## src/rtl/alu_pkg.sv

```systemverilog
// Shared definitions for the execute stage: ALU operation codes, mul/div FSM
// states and datapath width. The ID-stage decoder imports the same package.
package alu_pkg;

    localparam int WIDTH = 32;

    localparam logic [4:0] OP_ADD   = 5'd0;
    localparam logic [4:0] OP_SUB   = 5'd1;
    localparam logic [4:0] OP_AND   = 5'd2;
    localparam logic [4:0] OP_OR    = 5'd3;
    localparam logic [4:0] OP_XOR   = 5'd4;
    localparam logic [4:0] OP_NOR   = 5'd5;
    localparam logic [4:0] OP_SLT   = 5'd6;
    localparam logic [4:0] OP_SLTU  = 5'd7;
    localparam logic [4:0] OP_SLL   = 5'd8;
    localparam logic [4:0] OP_SRL   = 5'd9;
    localparam logic [4:0] OP_SRA   = 5'd10;
    localparam logic [4:0] OP_LUI   = 5'd11;
    localparam logic [4:0] OP_MULT  = 5'd12;
    localparam logic [4:0] OP_MULTU = 5'd13;
    localparam logic [4:0] OP_DIV   = 5'd14;
    localparam logic [4:0] OP_DIVU  = 5'd15;
    localparam logic [4:0] OP_MFHI  = 5'd16;
    localparam logic [4:0] OP_MFLO  = 5'd17;

    typedef enum logic [1:0] {
        MD_IDLE = 2'd0,
        MD_BUSY = 2'd1,
        MD_DONE = 2'd2
    } md_state_t;

    function automatic logic is_muldiv(input logic [4:0] op);
        return (op >= OP_MULT) && (op <= OP_DIVU);
    endfunction

endpackage

```

## src/rtl/muldiv_unit.sv

```systemverilog
// Iterative 32-step multiply (shift-add) / divide (restoring) unit with HI/LO.
// op[1] selects divide, op[0] selects unsigned; signed ops work on magnitudes.
module muldiv_unit
    import alu_pkg::*;
(
    input  logic             clk,
    input  logic             rst,
    input  logic             start,
    input  logic             abort,
    input  logic [1:0]       op,
    input  logic [WIDTH-1:0] a,
    input  logic [WIDTH-1:0] b,
    output logic             busy,
    output logic             done,
    output logic [WIDTH-1:0] hi,
    output logic [WIDTH-1:0] lo
);

    md_state_t   state_r;
    md_state_t   state_next_s;
    logic [5:0]  count_r;
    logic [63:0] acc_r;
    logic [31:0] mcand_r;
    logic [31:0] dividend_r;
    logic        is_div_r;
    logic        neg_res_r;
    logic        neg_rem_r;
    logic        div_zero_r;
    logic [31:0] hi_r;
    logic [31:0] lo_r;

    logic        signed_op_s;
    logic [31:0] a_mag_s;
    logic [31:0] b_mag_s;
    logic [32:0] sum_s;
    logic [32:0] diff_s;
    logic [63:0] step_s;
    logic [63:0] prod_s;
    logic [31:0] quot_s;
    logic [31:0] rem_s;
    logic [31:0] hi_fix_s;
    logic [31:0] lo_fix_s;

    assign signed_op_s = ~op[0];
    assign a_mag_s     = (signed_op_s && a[31]) ? (32'd0 - a) : a;
    assign b_mag_s     = (signed_op_s && b[31]) ? (32'd0 - b) : b;
    assign busy        = (state_r == MD_BUSY);
    assign done        = (state_r == MD_DONE);
    assign hi          = hi_r;
    assign lo          = lo_r;

    // FSM state register
    always_ff @(posedge clk) begin
        if (rst) begin
            state_r <= MD_IDLE;
        end else begin
            state_r <= state_next_s;
        end
    end

    // FSM next-state logic; abort returns to IDLE from any state
    always_comb begin
        state_next_s = state_r;
        case (state_r)
            MD_IDLE: begin
                if (start && !abort) begin
                    state_next_s = MD_BUSY;
                end else begin
                    state_next_s = MD_IDLE;
                end
            end
            MD_BUSY: begin
                if (abort) begin
                    state_next_s = MD_IDLE;
                end else if (count_r == 6'd31) begin
                    state_next_s = MD_DONE;
                end else begin
                    state_next_s = MD_BUSY;
                end
            end
            MD_DONE: state_next_s = MD_IDLE;
            default: state_next_s = MD_IDLE;
        endcase
    end

    // One iteration: multiply adds the multiplicand into the upper half and
    // shifts right; divide shifts left and trial-subtracts using a 33-bit window.
    always_comb begin
        sum_s  = {1'b0, acc_r[63:32]} + (acc_r[0] ? {1'b0, mcand_r} : 33'd0);
        diff_s = acc_r[63:31] - {1'b0, mcand_r};
        step_s = 64'd0;
        if (is_div_r) begin
            if (!diff_s[32]) begin
                step_s = {diff_s[31:0], acc_r[30:0], 1'b1};
            end else begin
                step_s = {acc_r[62:0], 1'b0};
            end
        end else begin
            step_s = {sum_s, acc_r[31:1]};
        end
    end

    // Sign fix-up and divide-by-zero override of the final iteration
    always_comb begin
        prod_s   = neg_res_r ? (64'd0 - step_s) : step_s;
        quot_s   = neg_res_r ? (32'd0 - step_s[31:0]) : step_s[31:0];
        rem_s    = neg_rem_r ? (32'd0 - step_s[63:32]) : step_s[63:32];
        hi_fix_s = prod_s[63:32];
        lo_fix_s = prod_s[31:0];
        if (is_div_r) begin
            if (div_zero_r) begin
                hi_fix_s = dividend_r;
                lo_fix_s = 32'hFFFF_FFFF;
            end else begin
                hi_fix_s = rem_s;
                lo_fix_s = quot_s;
            end
        end else begin
            hi_fix_s = prod_s[63:32];
            lo_fix_s = prod_s[31:0];
        end
    end

    // Operand latch, iteration registers and HI/LO update
    always_ff @(posedge clk) begin
        if (rst) begin
            count_r    <= 6'd0;
            acc_r      <= 64'd0;
            mcand_r    <= 32'd0;
            dividend_r <= 32'd0;
            is_div_r   <= 1'b0;
            neg_res_r  <= 1'b0;
            neg_rem_r  <= 1'b0;
            div_zero_r <= 1'b0;
            hi_r       <= 32'd0;
            lo_r       <= 32'd0;
        end else begin
            case (state_r)
                MD_IDLE: begin
                    if (start && !abort) begin
                        count_r    <= 6'd0;
                        acc_r      <= {32'd0, a_mag_s};
                        mcand_r    <= b_mag_s;
                        dividend_r <= a;
                        is_div_r   <= op[1];
                        neg_res_r  <= signed_op_s & (a[31] ^ b[31]);
                        neg_rem_r  <= signed_op_s & a[31];
                        div_zero_r <= (b == 32'd0);
                    end
                end
                MD_BUSY: begin
                    if (!abort) begin
                        acc_r   <= step_s;
                        count_r <= count_r + 6'd1;
                        if (count_r == 6'd31) begin
                            hi_r <= hi_fix_s;
                            lo_r <= lo_fix_s;
                        end
                    end
                end
                default: begin
                end
            endcase
        end
    end

endmodule

```

## src/rtl/ex_stage.sv

```systemverilog
// MIPS execute stage: single-cycle ALU, operand/destination muxes, stall
// generation for the iterative mul/div unit and the EX/MEM stage register.
module ex_stage
    import alu_pkg::*;
(
    input  logic        clk,
    input  logic        rst,
    input  logic        flush_in,
    input  logic        RegDst_in,
    input  logic        ALUSrc_in,
    input  logic [4:0]  ALUOp_in,
    input  logic        Branch_in,
    input  logic        MemRead_in,
    input  logic        MemWrite_in,
    input  logic        RegWrite_in,
    input  logic [31:0] Reg1_in,
    input  logic [31:0] Reg2_in,
    input  logic [31:0] Ext_in,
    input  logic [4:0]  Rt_in,
    input  logic [4:0]  Rd_in,
    input  logic [4:0]  shamt_in,
    output logic        stall_out,
    output logic        Branch_out,
    output logic        MemRead_out,
    output logic        MemWrite_out,
    output logic        RegWrite_out,
    output logic        Zero_out,
    output logic [31:0] ALUResult_out,
    output logic [31:0] WriteData_out,
    output logic [4:0]  WriteReg_out
);

    logic [WIDTH-1:0] b_s;
    logic [WIDTH-1:0] alu_result_s;
    logic [WIDTH-1:0] hi_s;
    logic [WIDTH-1:0] lo_s;
    logic [4:0]       write_reg_s;
    logic             is_md_s;
    logic             md_busy_s;
    logic             md_done_s;
    logic             idle_s;
    logic             start_s;
    logic             stall_s;

    assign b_s         = ALUSrc_in ? Ext_in : Reg2_in;
    assign write_reg_s = RegDst_in ? Rd_in : Rt_in;
    assign is_md_s     = is_muldiv(ALUOp_in);
    assign idle_s      = !md_busy_s && !md_done_s;
    assign start_s     = idle_s && is_md_s && !flush_in;
    // A flush kills the in-flight mul/div, so it also releases the stall at once.
    assign stall_s     = !flush_in && ((idle_s && is_md_s) || md_busy_s);
    assign stall_out   = stall_s;

    muldiv_unit u_muldiv (
        .clk   (clk),
        .rst   (rst),
        .start (start_s),
        .abort (flush_in),
        .op    (ALUOp_in[1:0]),
        .a     (Reg1_in),
        .b     (Reg2_in),
        .busy  (md_busy_s),
        .done  (md_done_s),
        .hi    (hi_s),
        .lo    (lo_s)
    );

    // Single-cycle ALU; mul/div and unused codes produce 0
    always_comb begin
        alu_result_s = 32'd0;
        case (ALUOp_in)
            OP_ADD:  alu_result_s = Reg1_in + b_s;
            OP_SUB:  alu_result_s = Reg1_in - b_s;
            OP_AND:  alu_result_s = Reg1_in & b_s;
            OP_OR:   alu_result_s = Reg1_in | b_s;
            OP_XOR:  alu_result_s = Reg1_in ^ b_s;
            OP_NOR:  alu_result_s = ~(Reg1_in | b_s);
            OP_SLT:  alu_result_s = {31'd0, ($signed(Reg1_in) < $signed(b_s))};
            OP_SLTU: alu_result_s = {31'd0, (Reg1_in < b_s)};
            OP_SLL:  alu_result_s = b_s << shamt_in;
            OP_SRL:  alu_result_s = b_s >> shamt_in;
            OP_SRA:  alu_result_s = $signed(b_s) >>> shamt_in;
            OP_LUI:  alu_result_s = {b_s[15:0], 16'h0000};
            OP_MFHI: alu_result_s = hi_s;
            OP_MFLO: alu_result_s = lo_s;
            default: alu_result_s = 32'd0;
        endcase
    end

    // EX/MEM register: bubble on reset, flush or stall; a retiring mul/div
    // writes nothing to memory or the register file
    always_ff @(posedge clk) begin
        if (rst || flush_in || stall_s) begin
            Branch_out    <= 1'b0;
            MemRead_out   <= 1'b0;
            MemWrite_out  <= 1'b0;
            RegWrite_out  <= 1'b0;
            Zero_out      <= 1'b0;
            ALUResult_out <= 32'd0;
            WriteData_out <= 32'd0;
            WriteReg_out  <= 5'd0;
        end else begin
            Branch_out    <= Branch_in;
            MemRead_out   <= MemRead_in && !is_md_s;
            MemWrite_out  <= MemWrite_in && !is_md_s;
            RegWrite_out  <= RegWrite_in && !is_md_s;
            Zero_out      <= (alu_result_s == 32'd0);
            ALUResult_out <= alu_result_s;
            WriteData_out <= Reg2_in;
            WriteReg_out  <= write_reg_s;
        end
    end

endmodule

```

## config.mk

```make
export PLATFORM = sky130hd
export DESIGN_NAME = ex_stage
export DESIGN_NICKNAME = d
export VERILOG_FILES = /design/src/rtl/alu_pkg.sv /design/src/rtl/muldiv_unit.sv /design/src/rtl/ex_stage.sv
export SDC_FILE = /design/constraint.sdc
export NUM_CORES = 2
export LEC_CHECK = 0
export BUFFER_PORTS_ARGS = -buffer_cell sky130_fd_sc_hd__buf_4
export CORE_AREA = 2 2 255 257
export CTS_CLUSTER_DIAMETER = 50
export DETAILED_ROUTE_END_ITERATION = 10
export DIE_AREA = 0 0 257 259
export PLACE_DENSITY = 0.66
export SLEW_MARGIN = 20
export SYNTH_ARGS = -nofsm -noshare
export SYNTH_HDL_FRONTEND = slang
export SYNTH_HIERARCHICAL = 1
export SYNTH_SLANG_ARGS = --single-unit
```

## constraint.sdc

```tcl
create_clock -name clk -period 6.2 [get_ports clk]
set_input_delay 1.24 -clock clk [delete_from_list [all_inputs] [get_ports clk]]
set_output_delay 1.24 -clock clk [all_outputs]
set_load 0.02 [all_outputs]
```

==> results by group <==
GRT
  – Initial antenna violation count: 9
  – First-pass GRT wire length: about 230000 um
  – Total congestion overflow: 0
  – Largest net degree at the start of global routing: 77
  – Vias in the first global route: around 33000
  – Total GRT Usage: a little under half

Die
  – Die Span Y: roughly 260 um
  – Core area: ~0.064 mm^2
  – Die area: roughly 0.067 mm^2
  – Initial core utilization: ~50%
  – Std-Cell Rows: 93
  – IO Count: 200
  – Die W: roughly 260 um

Final layout
  – Most frequent cells in the layout: nand2_1, nor2_1, buf_4, a21oi_1, dfxtp_1
  – P&R area growth vs syn: 12.7%
  – Final #Nets: around 4700
  – Final Instance Area: between 0.03 and 0.04 mm^2
  – Commonest non-fill, non-tap cell in the layout: nand2_1
  – Layout cells sized above 1: a little over an eighth
  – Fin cells: 5303

Timing
  – Highest Clock Rate: 170 MHz
  – Max Transition Viols Final: 0
  – Minimum clock period: between 5 and 6 ns
  – Final worst path period share: about 95%
  – Max-slew headroom: 17.6%
  – Hold WS: around 0.45 ns
  – Setup Viol. Count Final: 0
  – Skew final: 0.0572 ns
  – Worst slew pin tran: about 1.2 ns
  – RSZ-0062 raised after global routing: false
  – Count of final hold-check violations: 0
  – Setup TNS: 0 ns

Setup path
  – Worst r2r path cells: 22
  – CP max FO: 10
  – Arr. time, crit path: around 6.4 ns
  – CP endpoint kind: flip-flop
  – Critical Path RT: 6.70 ns
  – Startpoint class of the critical path: flip-flop
  – R2R Setup Slk: about 0.32 ns
  – Critical Setup Path Class: flip-flop to flip-flop
  – Worst r2r src: u_muldiv/acc_r[31]$_SDFFE_PP0P_
  – Worst R2R End: u_muldiv/hi[26]$_SDFFE_PP0P_

Logic synthesis
  – Sequential share of the synthesized area: 17.6%
  – Synthesis-stage register bit count: ~280
  – Synth Instances: roughly 4300
  – Avg Cell Area, Syn: around 7.4 um^2
  – Post-synthesis net count: 4604
  – Asr flop ratio synth: 0%
  – Number of enable flip-flop cells after synthesis: 0
  – Yosys cell types: 112
  – Top FF cell, synth: dfxtp_1
  – Area of the mapped netlist: 0.0316 mm^2
  – Synth warn: 6

Placement
  – # port buffers: slightly below 200
  – Dpl hpwl: roughly 120000 um
  – Routability cong.: about 1.1
  – Placed Instance Area: 0.0342 mm^2
  – Placed cell count: roughly 5200

CTS
  – CTS tree: built
  – Clock sinks: ~280
  – Hold buffer count at CTS: 0
  – # resized after CTS: 0
  – Skew-Pair Late Insertion Delay: 0.63 ns
  – Clock transition at path regs: 0.06 ns
  – Post-CTS Setup Repair Bufs: 0
  – Clock Tree Root: clkbuf_16
  – CTS buffer count: 42
  – H-tree depth: 2
  – CTS max path bufs: 3

Detailed routing
  – Drt via density: between 6 and 7
  – 1st-pass router iterations: 8
  – ANT nets after route: 0
  – Routed len/inst: between 20 and 30 um
  – Via count: 36838
  – Drt drc: 0
  – Final WL: approximately 160000 um
  – Initial DRC Count: 5690

Power and ir drop
  – Leak Pwr: approximately 0.014 uW
  – Worst vdd ir: roughly 0.00022 V
  – PwrDens: roughly 180 mW/mm^2

Min path
  – Hold WC Path Type: flip-flop to flip-flop
  – Hold Path Cell Cnt: 2
  – Hold Crit Start: u_muldiv/dividend_r[25]$_SDFFE_PP0P_
  – Worst Hold Path EP: u_muldiv/dividend_r[25]$_SDFFE_PP0P_

Flow run
  – MaxCap Viol Count: 0

Run status
  – Status: finished clean
[layout make-up]
class | instances | area [um^2]
Multi-Input combinational cell | 3546 | 24100
Timing Repair Buffer | 374 | 2850
Clock inverter | 19 | 224
Sequential cell | 278 | 5570
Clock buffer | 56 | 1170
Antenna cell | 2 | 5.00
Fill cell | 6282 | 28200
Tap cell | 855 | 1070
Inverter | 173 | 649
[critical path, cell delays in order (launching register included)]
cell and delay (ns):
dfxtp_1 0.33, inv_1 0.06, ha_1 0.24, inv_1 0.08
fa_1 0.24, a211oi_1 0.16, o211ai_2 0.34, nand3_2 0.20
a2111o_1 0.48, a21oi_1 0.22, nor3_1 0.17, a21oi_1 0.22
ha_1 0.22, o2111ai_1 0.24, nor4_2 0.33, nand3_1 0.22
inv_1 0.16, nand2_1 0.31, or4_1 0.63, o41ai_1 0.44
xnor2_1 0.17, o221ai_1 0.14, o211a_1 0.16
[metrics by stage]
stage               util [%]  setup slack, ns  total power (uW)
detailed placement      53.6            0.213              4020
finish                  55.8            0.323              6510
global placement        53.6            0.226              4040
global route            55.8           0.0205              6680
CTS                     55.8            0.255              6420
floorplan                  -            0.439              3160
[how the worst max path moves through the flow]
stage	start	to	slack, ns
after floorplan	ALUSrc_in	Zero_out$_SDFF_PP0_	0.44
after global placement	ALUSrc_in	Zero_out$_SDFF_PP0_	0.23
after detailed placement	ALUSrc_in	Zero_out$_SDFF_PP0_	0.21
after CTS	u_muldiv/acc_r[31]$_SDFFE_PP0P_	u_muldiv/hi[22]$_SDFFE_PP0P_	0.26
after global routing	u_muldiv/acc_r[31]$_SDFFE_PP0P_	u_muldiv/hi[22]$_SDFFE_PP0P_	0.02
final	u_muldiv/acc_r[31]$_SDFFE_PP0P_	u_muldiv/hi[26]$_SDFFE_PP0P_	0.32
[flip-flops by register name, summed over array words and instances, names as in the netlist]
signal	count
ALUResult_out	32
Branch_out	1
MemRead_out	1
MemWrite_out	1
RegWrite_out	1
WriteData_out	32
WriteReg_out	5
Zero_out	1
u_muldiv/acc_r	64
u_muldiv/count_r	6
u_muldiv/div_zero_r	1
u_muldiv/dividend_r	32
u_muldiv/hi	32
u_muldiv/is_div_r	1
u_muldiv/lo	32
u_muldiv/mcand_r	32
u_muldiv/neg_rem_r	1
u_muldiv/neg_res_r	1
u_muldiv/state_r	2
[synthesized netlist by cell type, types with 15 or more instances]
library cell | n | area [um^2]
mux4_2 | 63 | 1420
a211oi_1 | 144 | 1080
clkbuf_1 | 214 | 803
ha_1 | 172 | 2150
mux2i_1 | 148 | 1480
nor3_1 | 108 | 541
o31ai_1 | 50 | 375
nand3_1 | 89 | 445
o221ai_1 | 19 | 166
or3_1 | 33 | 206
and3_1 | 25 | 156
nand2b_1 | 48 | 300
nand2_1 | 483 | 1810
and2_1 | 95 | 594
inv_1 | 166 | 623
nor3b_1 | 16 | 120
a31oi_1 | 43 | 269
buf_2 | 40 | 200
o211ai_1 | 88 | 661
o21a_1 | 30 | 225
or4_1 | 25 | 188
nor2b_1 | 40 | 250
xnor2_1 | 109 | 955
a21o_1 | 37 | 278
nor4_1 | 51 | 319
o2111ai_1 | 15 | 131
a221oi_1 | 31 | 272
nor2_1 | 417 | 1570
o21bai_1 | 18 | 135
o21ai_0 | 246 | 1230
a22oi_1 | 60 | 450
o22ai_1 | 37 | 231
xor2_1 | 84 | 736
dfxtp_1 | 278 | 5570
a222oi_1 | 15 | 150
mux2_2 | 42 | 473
nand4_1 | 46 | 288
buf_1 | 27 | 101
buf_6 | 16 | 180
a311oi_1 | 23 | 201
a21oi_1 | 318 | 1590
[logic make-up after synthesis]
group / share of synthesized area [%]
AOI/OAI and AO/OA: 29.2
xor gates and xnor gates: 5.34
DFF: 17.6
adders and majority gates: 7.06
buffers and inverters: 6.39
and+or+nand+nor: 23.4
muxes: 11.0
[power by group]
group | switching [uW] | leakage [uW] | total [uW] | internal (uW)
clock | 1010 | 0.000665 | 2410 | 1400
sequential | 20.5 | 0.00225 | 1840 | 1820
combinational | 1500 | 0.0112 | 2260 | 761
total | 2530 | 0.0141 | 6510 | 3980
[routing by layer]
metal | vias up | wire length, um | track usage [%]
met5 | - | 103 | 0
met4 | 18 | 10200 | 25.0
met3 | 509 | 21100 | 13.1
met2 | 2706 | 62700 | 63.9
met1 | 17390 | 62900 | 61.3
li1 | 16215 | - | -
(Power assumes the default switching activity.)
